--- src/rtl/serial_twos_decoder.sv ---
// -----------------------------------------------------------------------------
// serial_twos_decoder
//
// Bit-serial receiver for the stream produced by the serial two's-complement
// inverter. Bits arrive LSB first, one per strobed clock, framed as WIDTH-bit
// words. Each bit is passed up to and including the first 1, and inverted
// after it. Applying that rule again to the inverted stream recovers the
// original value. Each recovered word is presented in parallel, together with
// a one-cycle valid pulse.
//
// Parameters
//   WIDTH    bits per serial word (>= 2)
//   GAP_MAX  idle cycles tolerated inside a word before it is dropped (>= 1)
//
// Ports
//   t_clk    clock; all state updates on the rising edge
//   r        asynchronous active-high reset
//   i        serial data bit, LSB first
//   i_vld    i is valid this cycle and is sampled on the rising edge
//   o_word   recovered word; held until the next completed word
//   o_vld    one-cycle pulse: o_word was just updated
//   o_ovf    meaningful only with o_vld: the input word was the most-negative
//            value, so its negation cannot be represented
//   o_abort  one-cycle pulse: a partial word was dropped on gap timeout
//   o_busy   high while a word is partially received
// -----------------------------------------------------------------------------
module serial_twos_decoder #(
  parameter int WIDTH   = 4,
  parameter int GAP_MAX = 3
) (
  input  logic             t_clk,
  input  logic             r,
  input  logic             i,
  input  logic             i_vld,
  output logic [WIDTH-1:0] o_word,
  output logic             o_vld,
  output logic             o_ovf,
  output logic             o_abort,
  output logic             o_busy
);

  localparam int CW = $clog2(WIDTH);
  localparam int GW = $clog2(GAP_MAX + 1);
  localparam logic [CW-1:0] LAST_BIT  = CW'(WIDTH - 1);
  localparam logic [GW-1:0] GAP_LIMIT = GW'(GAP_MAX);

  typedef enum logic {
    IDLE,
    SHIFT
  } state_t;

  state_t           state;
  logic [CW-1:0]    bit_cnt;
  logic [GW-1:0]    gap_cnt;
  logic             seen_one;
  logic [WIDTH-1:0] shift_reg;

  logic             out_bit;
  logic [WIDTH-1:0] next_shift;

  // seen_one is always cleared when a word finishes or aborts, so in IDLE the
  // first bit of a word correctly passes through uninverted.
  assign out_bit    = seen_one ? ~i : i;
  assign next_shift = {out_bit, shift_reg[WIDTH-1:1]};

  // Receive FSM. Outputs are registered. The most-negative input is the only
  // word whose low WIDTH-1 bits are all zero and whose MSB is one. That case is
  // detected as "no 1 seen yet, and the final bit is 1".
  always_ff @(posedge t_clk or posedge r) begin
    if (r) begin
      state     <= IDLE;
      bit_cnt   <= '0;
      gap_cnt   <= '0;
      seen_one  <= 1'b0;
      shift_reg <= '0;
      o_word    <= '0;
      o_vld     <= 1'b0;
      o_ovf     <= 1'b0;
      o_abort   <= 1'b0;
      o_busy    <= 1'b0;
    end else begin
      o_vld   <= 1'b0;
      o_abort <= 1'b0;
      case (state)
        IDLE: begin
          if (i_vld) begin
            shift_reg <= next_shift;
            seen_one  <= i;
            bit_cnt   <= CW'(1);
            gap_cnt   <= '0;
            o_busy    <= 1'b1;
            state     <= SHIFT;
          end
        end
        SHIFT: begin
          if (i_vld) begin
            shift_reg <= next_shift;
            gap_cnt   <= '0;
            if (bit_cnt == LAST_BIT) begin
              o_word   <= next_shift;
              o_vld    <= 1'b1;
              o_ovf    <= ~seen_one & i;
              seen_one <= 1'b0;
              bit_cnt  <= '0;
              o_busy   <= 1'b0;
              state    <= IDLE;
            end else begin
              seen_one <= seen_one | i;
              bit_cnt  <= bit_cnt + 1'b1;
            end
          end else if (gap_cnt == GAP_LIMIT) begin
            // This is idle cycle GAP_MAX+1, so the partial word is dropped.
            o_abort  <= 1'b1;
            seen_one <= 1'b0;
            bit_cnt  <= '0;
            gap_cnt  <= '0;
            o_busy   <= 1'b0;
            state    <= IDLE;
          end else begin
            gap_cnt <= gap_cnt + 1'b1;
          end
        end
        default: state <= IDLE;
      endcase
    end
  end

endmodule

--- config.mk ---
export PLATFORM = sky130hd
export DESIGN_NAME = serial_twos_decoder
export DESIGN_NICKNAME = d
export VERILOG_FILES = /design/src/rtl/serial_twos_decoder.sv
export SDC_FILE = /design/constraint.sdc
export NUM_CORES = 1
export LEC_CHECK = 0
export ABC_AREA = 1
export ABC_CLOCK_PERIOD_IN_PS = 1400
export CORE_UTILIZATION = 35
export CTS_BUF_LIST = sky130_fd_sc_hd__clkbuf_16
export CTS_CLUSTER_SIZE = 24
export DETAILED_ROUTE_END_ITERATION = 10
export SLEW_MARGIN = 40
export SYNTH_ARGS = -nofsm -noshare
export SYNTH_HDL_FRONTEND = slang
export SYNTH_SLANG_ARGS = --single-unit
export TNS_END_PERCENT = 30
--- constraint.sdc ---
create_clock -name t_clk -period 1.4 [get_ports t_clk]
set_input_delay 0.14 -clock t_clk [delete_from_list [all_inputs] [get_ports t_clk]]
set_output_delay 0.14 -clock t_clk [all_outputs]
set_load 0.02 [all_outputs]
=== After elaboration in Yosys (flattened, before gate mapping) ===
Cells that the tools add are included.

* Register bits: 18
* Input bits: 4
* Output and inout bits: 8
* Word-level logic and storage cells: 56

* Add/sub/neg operators: 2
* Equality and inequality tests: 5
* Muxes and demuxes: 31
* Bitwise operators: 5
* Reductions and logical operators: 3

{| class="wikitable"
|+ Operator list
! kind !! number
|-
| 1-bit 2-to-1 mux || 18
|-
| 2-bit 2-to-1 mux || 7
|-
| 2-bit case mux with 2 select lines || 2
|-
| 3-bit by 2-bit inequality test with 1-bit output (second input constant) || 2
|-
| 1-bit case mux with 2 select lines || 3
|-
| 3-bit AND reduction || 2
|-
| 2-bit by 1-bit adder with 2-bit output (second input constant) || 2
|-
| 2-bit equality test (second input constant) || 2
|-
| 4-bit 2-to-1 mux || 1
|-
| 1-bit inverter || 3
|-
| 2-bit inequality test (second input constant) || 1
|-
| 2-bit AND reduction || 1
|-
| 1-bit bitwise AND || 1
|-
| 1-bit OR || 1
|}

=== Logic depth before layout (Yosys ltp) ===
Gate-level depths: netlist (run 1).

* Depth in word-level cells: 4
* Mapped depth: 7
* Depth with buffers taken out: 7

=== Worst setup path before layout (run 1) ===
Ideal clock, no wire load.

* Path type: register to register
* Start: register gap_cnt[0]
* End: register seen_one
* Library setup time: 0.116 ns
* Arrival time: 0.973 ns
* Data required time: 1.284 ns
* Slack: 0.311 ns
* Stages on the path, launching flop included: 6
* Path buffers: 0
* Period minus slack after synthesis: 1.089 ns
* Cell sequence: dfrtp_1 -> ha_1 -> a21oi_1 -> inv_1 -> nand2_1 -> nand2_1

* Longest elaborated chain between the ends: 3

{| class="wikitable"
|+ Ends and longest elaborated chain
! element !! line !! source
|-
| start: declaration || 54 || <nowiki>logic [GW-1:0] gap_cnt;</nowiki>
|-
| start signal: assignment || 120 || <nowiki>gap_cnt <= gap_cnt + 1'b1;</nowiki>
|-
| 2-bit equality test || 111 || <nowiki>end else if (gap_cnt == GAP_LIMIT) begin</nowiki>
|-
| 3-bit by 2-bit inequality test with 1-bit output (no source line) || -- ||
|-
| 2-bit AND reduction (no source line) || -- ||
|-
| end signal: assignment || 88 || <nowiki>seen_one <= i;</nowiki>
|-
| end signal: assignment || 108 || <nowiki>seen_one <= seen_one | i;</nowiki>
|-
| end: declaration || 55 || <nowiki>logic seen_one;</nowiki>
|}

No other way between the ends.
A chain may end at the register's enable or synchronous reset.

=== Worst setup path after layout (run 1) ===
* Start: register o_busy
* End: output o_busy

{| class="wikitable"
|+ RTL lines
! element !! line !! source
|-
| start: declaration || 39 || <nowiki>output logic o_busy</nowiki>
|-
| start signal: assignment || 80 || <nowiki>o_busy <= 1'b0;</nowiki>
|-
| start signal: assignment || 91 || <nowiki>o_busy <= 1'b1;</nowiki>
|-
| start signal: assignment || 105 || <nowiki>o_busy <= 1'b0;</nowiki>
|}

No word-level cell between the ends.

==> impl_metrics.json, run 1 <==
{
  "maxCapViolations": 0,
  "crit_family": "buffers and inverters",
  "max_freq_mhz": 745,
  "final_nets": 109,
  "synth_compound_area_share_pct": 8.96,
  "worstMarginPinSlew_ns": 0.314,
  "setup_viol": 0,
  "diodes": 0,
  "synth_top_family_by_area": "simple AND/OR/NAND/NOR gates",
  "peakVddDrop_uv": 700,
  "drv_slew": 0,
  "die_h_microns": 48.4,
  "powerDensity_nw_per_um2": 1850,
  "cp-end-kind": "primary output",
  "crit_path_max_incr_delay_ns": 0.60,
  "syn_area_per_cell_sq_um": 9.09,
  "ys_ff_latch": 17,
  "rows": 16,
  "start_util_pct": 37.7,
  "cts_sinks": 17,
  "final_hold_viol_count": 0,
  "grt_usage_pct": 12.9,
  "cts-root-buf": "clkbuf_16",
  "worstSetupStartpointType": "flop",
  "wirelength_mm": 1.23,
  "dp_cells": 122,
  "yosys.area_share.simple_pct": 19.2,
  "required_ns": 1.26,
  "synth_cell_types": 14,
  "yosys_warnings": 0,
  "dr.pass1.iters": 3,
  "io_pins": 12,
  "drt_iter0_drc": 4,
  "final_layout_size_suffix_gt1_share_pct": 9.09,
  "instances_no_fill": 126,
  "syn_area_sq_um": 754,
  "clkTransAtPathRegs_ns": 0.05,
  "dpl.hpwl_microns": 892,
  "io_buffers": 11,
  "postCtsResizedCells": 0,
  "num_vias": 557,
  "cts_tree": "built",
  "ctsHoldBuffers": 0,
  "via_per_inst": 4.42,
  "r2r_slack_ns": 0.18,
  "crit_fanout": 2,
  "synthAdderAreaFrac_pct": 8.29,
  "fin_tns_setup_ns": 0,
  "ant_nets": 0,
  "ys_seq_area_share_pct": 56.4,
  "layout_min_cycle_time_ns": 1.34,
  "grt_pass1_wl_mm": 2.29,
  "worstPathArrival_ns": 1.20,
  "hold_class": "primary input to asynchronous set/reset pin",
  "leakagePower_nw": 0.517,
  "path_buf_inv": 1,
  "max_slew_margin_pct": 79.1,
  "wl_per_cell_microns": 9.75,
  "post-route-period-util_pct": 95.9,
  "path_cells": "clkdlybuf4s50_1",
  "htreeDepth": 1,
  "syn-num-nets": 92,
  "critical_path_class": "flop to primary output",
  "skew_ns": 0.00309,
  "synth_cells": 83,
  "grt_pass1_vias": 577,
  "clockBufferDepth": 2,
  "drc": 0,
  "clkLatencyLatePin_ns": 0.25,
  "synth_xor_area_share_pct": 0,
  "largest_reg_flops": 4,
  "antenna_found_initial": 0,
  "muxShareOfSynthArea_pct": 0,
  "grt_start_max_net_pins": 18,
  "die-area_sq_um": 2350,
  "grt_setup_unrepaired": "false",
  "numCtsBuffers": 3,
  "post_cts_buffers": 0,
  "critPathSlowestCell": "clkdlybuf4s50_1",
  "place_congestion": 0.767,
  "outcome": "completed",
  "final_core_util_pct": 49.3,
  "grt_overflow": 0,
  "core_area_sq_um": 2000,
  "die_width_microns": 48.4,
  "syn_to_final_growth_pct": 30.7
}
==> cell usage in the layout (no fill, tap or decap) <==
master	Yosys	final
nand2_1	26	26
dfrtp_1	17	17
clkdlybuf4s50_1	0	11
inv_1	10	10
o21ai_0	6	6
nand3_1	5	5
ha_1	5	5
a21oi_1	3	3
nor2_1	3	3
o21ai_1	3	3
clkbuf_16	0	3
clkinv_2	1	2
buf_4	1	2
inv_2	1	1
nand2_4	1	1
o21bai_1	1	1
==> worst register-to-register path, cell delays in order (launching register included) <==
cell	delay, ns
dfrtp_1	0.39
ha_1	0.24
a21oi_1	0.30
inv_1	0.07
nand2_1	0.07
nand2_1	0.04
==> routing by layer <==
layer	GRT usage, %	vias to the layer above	wire [microns]
met1	14.1	250	571
met3	2.83	4	34
li1	-	294	-
met5	0	-	0
met2	22.3	9	593
met4	8.82	0	28
==> final timing paths <==
kind,startpoint,endpoint,cells after the start
min,r,o_word[0]$_DFFE_PP0P_,3
min reg2reg,o_word[3]$_DFFE_PP0P_,o_word[3]$_DFFE_PP0P_,2
max,o_busy$_DFFE_PP0P_,o_busy,1
min in group t_clk,o_word[3]$_DFFE_PP0P_,o_word[3]$_DFFE_PP0P_,2
max reg2reg,gap_cnt[0]$_DFFE_PP0P_,seen_one$_DFFE_PP0P_,5
max in group asynchronous,r,seen_one$_DFFE_PP0P_,3
==> synthesized netlist by cell type (all sizes together) <==
| cell type | count | share of area (%) |
|---|---|---|
| nand2 | 27 | 14 |
| dfrtp | 17 | 56 |
| inv | 11 | 5.5 |
| o21ai | 9 | 6.0 |
| ha | 5 | 8.3 |
| nand3 | 5 | 3.3 |
| a21oi | 3 | 2.0 |
| nor2 | 3 | 1.5 |
| buf | 1 | 1.0 |
| clkinv | 1 | 0.66 |
| o21bai | 1 | 1.0 |
==> metrics by stage <==
stage / setup WS, ns / power [mW] / hold WS [ns] / cell area, sq um
2_1_floorplan: 0.311 / 1.03 / 0.0661 / 754
3_3_place_gp: 0.159 / 1.25 / 0.455 / 906
3_5_place_dp: 0.137 / 1.26 / 0.463 / 906
4_1_cts: 0.0460 / 1.85 / 0.210 / 986
5_1_grt: 0.0246 / 1.94 / 0.247 / 986
6_report: 0.0578 / 1.82 / 0.197 / 986
==> power breakdown <==
group	internal [mW]	switching (mW)	total [mW]	leakage, nW
Combinational	0.248	0.287	0.534	0.262
Clock	0.382	0.191	0.573	0.0409
Sequential	0.632	0.0823	0.714	0.214
==> cell families after synthesis <==
logic type               after synthesis
AND/OR/NAND/NOR                       35
flip-flops                            17
AO/OA/AOI/OAI                         13
buffers and inverters                 13
adder cells (fa/ha/maj)                5
==> cell type report <==
class	count	area [sq um]
Sequential cell	17	425
Inverter	12	46.3
Clock buffer	3	75.1
Clock inverter	1	5.00
Tap cell	27	33.8
Fill cell	202	1020
Timing Repair Buffer	13	125
Multi-Input combinational cell	53	275
No activity file was read; power rests on OpenSTA's default activity.
==> inputs of run 2 (changes only) <==
CORE_MARGIN = 10   (was unset)
MAX_ROUTING_LAYER = met4   (was unset)
==> impl_metrics.json, run 2 (synthesis gave the netlist of run 1 again) <==
{
  "antenna_found_initial": 0,
  "drv_slew": 0,
  "htreeDepth": 1,
  "final_cell_mix": "nand2_1, dfrtp_1, clkdlybuf4s50_1",
  "rows": 16,
  "worstSetupStartpointType": "flop",
  "place_congestion": 0.797,
  "peakVddDrop_uv": 828,
  "wirelength_mm": 1.36,
  "grt_pass1_vias": 556,
  "post-route-period-util_pct": 96.5,
  "max_freq_mhz": 740,
  "final_layout_size_suffix_gt1_share_pct": 9.09,
  "drc": 0,
  "largest_reg_flops": 4,
  "clockBufferDepth": 2,
  "setup_viol": 0,
  "postCtsResizedCells": 0,
  "cts_sinks": 17,
  "dpl.hpwl_mm": 1.02,
  "final_nets": 109,
  "cts_tree": "built",
  "cts-root-buf": "clkbuf_16",
  "grt_overflow": 0,
  "path_buf_inv": 1,
  "skew_ns": 0.00263,
  "diodes": 0,
  "wl_per_cell_microns": 10.8,
  "outcome": "completed",
  "via_per_inst": 4.35,
  "post_cts_buffers": 0,
  "max_slew_margin_pct": 79.4,
  "grt_pass1_wl_mm": 2.42,
  "grt_usage_pct": 7.12,
  "critical_path_class": "flop to primary output",
  "crit_path_max_incr_delay_ns": 0.61,
  "dr.pass1.iters": 4,
  "crit_fanout": 2,
  "grt_setup_unrepaired": "false",
  "grt_start_max_net_pins": 18,
  "crit_family": "buffers and inverters",
  "start_util_pct": 37.7,
  "die_h_microns": 66.4,
  "core_area_sq_um": 2000,
  "path_cells": "clkdlybuf4s50_1",
  "drt_iter0_drc": 20,
  "cp-end-kind": "primary output",
  "clkTransAtPathRegs_ns": 0.05,
  "num_vias": 548,
  "required_ns": 1.26,
  "clkLatencyLatePin_ns": 0.25,
  "fill_cells": 195,
  "final_common_cell": "nand2_1",
  "ctsHoldBuffers": 0,
  "final_hold_viol_count": 0,
  "die-area_sq_um": 4410,
  "io_buffers": 11,
  "critPathSlowestCell": "clkdlybuf4s50_1",
  "powerDensity_nw_per_um2": 1850,
  "maxCapViolations": 0,
  "leakagePower_nw": 0.513,
  "fin_ws_ns": 0.0483,
  "layout_min_cycle_time_ns": 1.35,
  "numCtsBuffers": 3,
  "dp_cells": 122,
  "worstMarginPinSlew_ns": 0.309,
  "ant_nets": 0,
  "io_pins": 12,
  "fin_tns_setup_ns": 0,
  "place_ws_ns": 0.113,
  "worstPathArrival_ns": 1.21,
  "instances_no_fill": 126,
  "syn_to_final_growth_pct": 31.0,
  "die_width_microns": 66.4,
  "hold_class": "primary input to asynchronous set/reset pin"
}
run 2: cell types whose count changed in the layout (fill, tap and decap cells not counted):
cell,change
clkinv_2,-1
clkinvlp_4,+1
run 2: metal layers:
layer / vias up / GRT usage, % / part of all wire (%)
li1: 294 / - / -
met5: - / - / 0
met3: 2 / 2.03 / 5.1
met2: 7 / 11.7 / 46
met4: 0 / 2.36 / 0.95
met1: 245 / 8.07 / 48
run 2: path summary, 6_finish.rpt:
kind	from	to	slack, ns	cells past startpoint
worst max register to register	gap_cnt[0]$_DFFE_PP0P_	seen_one$_DFFE_PP0P_	0.19	5
worst min-delay path	r	o_vld$_DFF_PP0_	0.20	3
worst max-delay path	o_busy$_DFFE_PP0P_	o_busy	0.05	1
worst min register to register	o_ovf$_DFFE_PP0P_	o_ovf$_DFFE_PP0P_	0.47	2
max in group asynchronous	r	bit_cnt[0]$_DFFE_PP0P_	1.01	3
min in group t_clk	o_ovf$_DFFE_PP0P_	o_ovf$_DFFE_PP0P_	0.47	2
run 2: layout make-up:
cell class / instances / area (sq um) / share of cell area [%]
inverters: 12 / 46.3 / 4.68
multi-input cells: 53 / 275 / 27.8
well taps: 27 / 33.8 / 3.42
clock inverters: 1 / 7.51 / 0.759
flip-flops and latches: 17 / 425 / 43.0
clock buffers: 3 / 75.1 / 7.59
repair buffers: 13 / 125 / 12.7
run 2: through the flow:
step	total power [mW]	instance area (sq um)	utilization, %	hold slack (ns)
6_report	1.83	988	49.4	0.200
5_1_grt	1.96	988	49.4	0.220
4_1_cts	1.86	988	49.4	0.211
3_5_place_dp	1.27	906	45.3	0.458
3_3_place_gp	1.26	906	45.3	0.457
2_1_floorplan	1.03	754	-	0.0661
run 2: report_power, final:
part	leakage (nW)	internal, mW	switching (mW)
Combinational	0.262	0.246	0.291
Sequential	0.214	0.631	0.0850
Clock	0.0371	0.385	0.195
Total	0.513	1.26	0.571
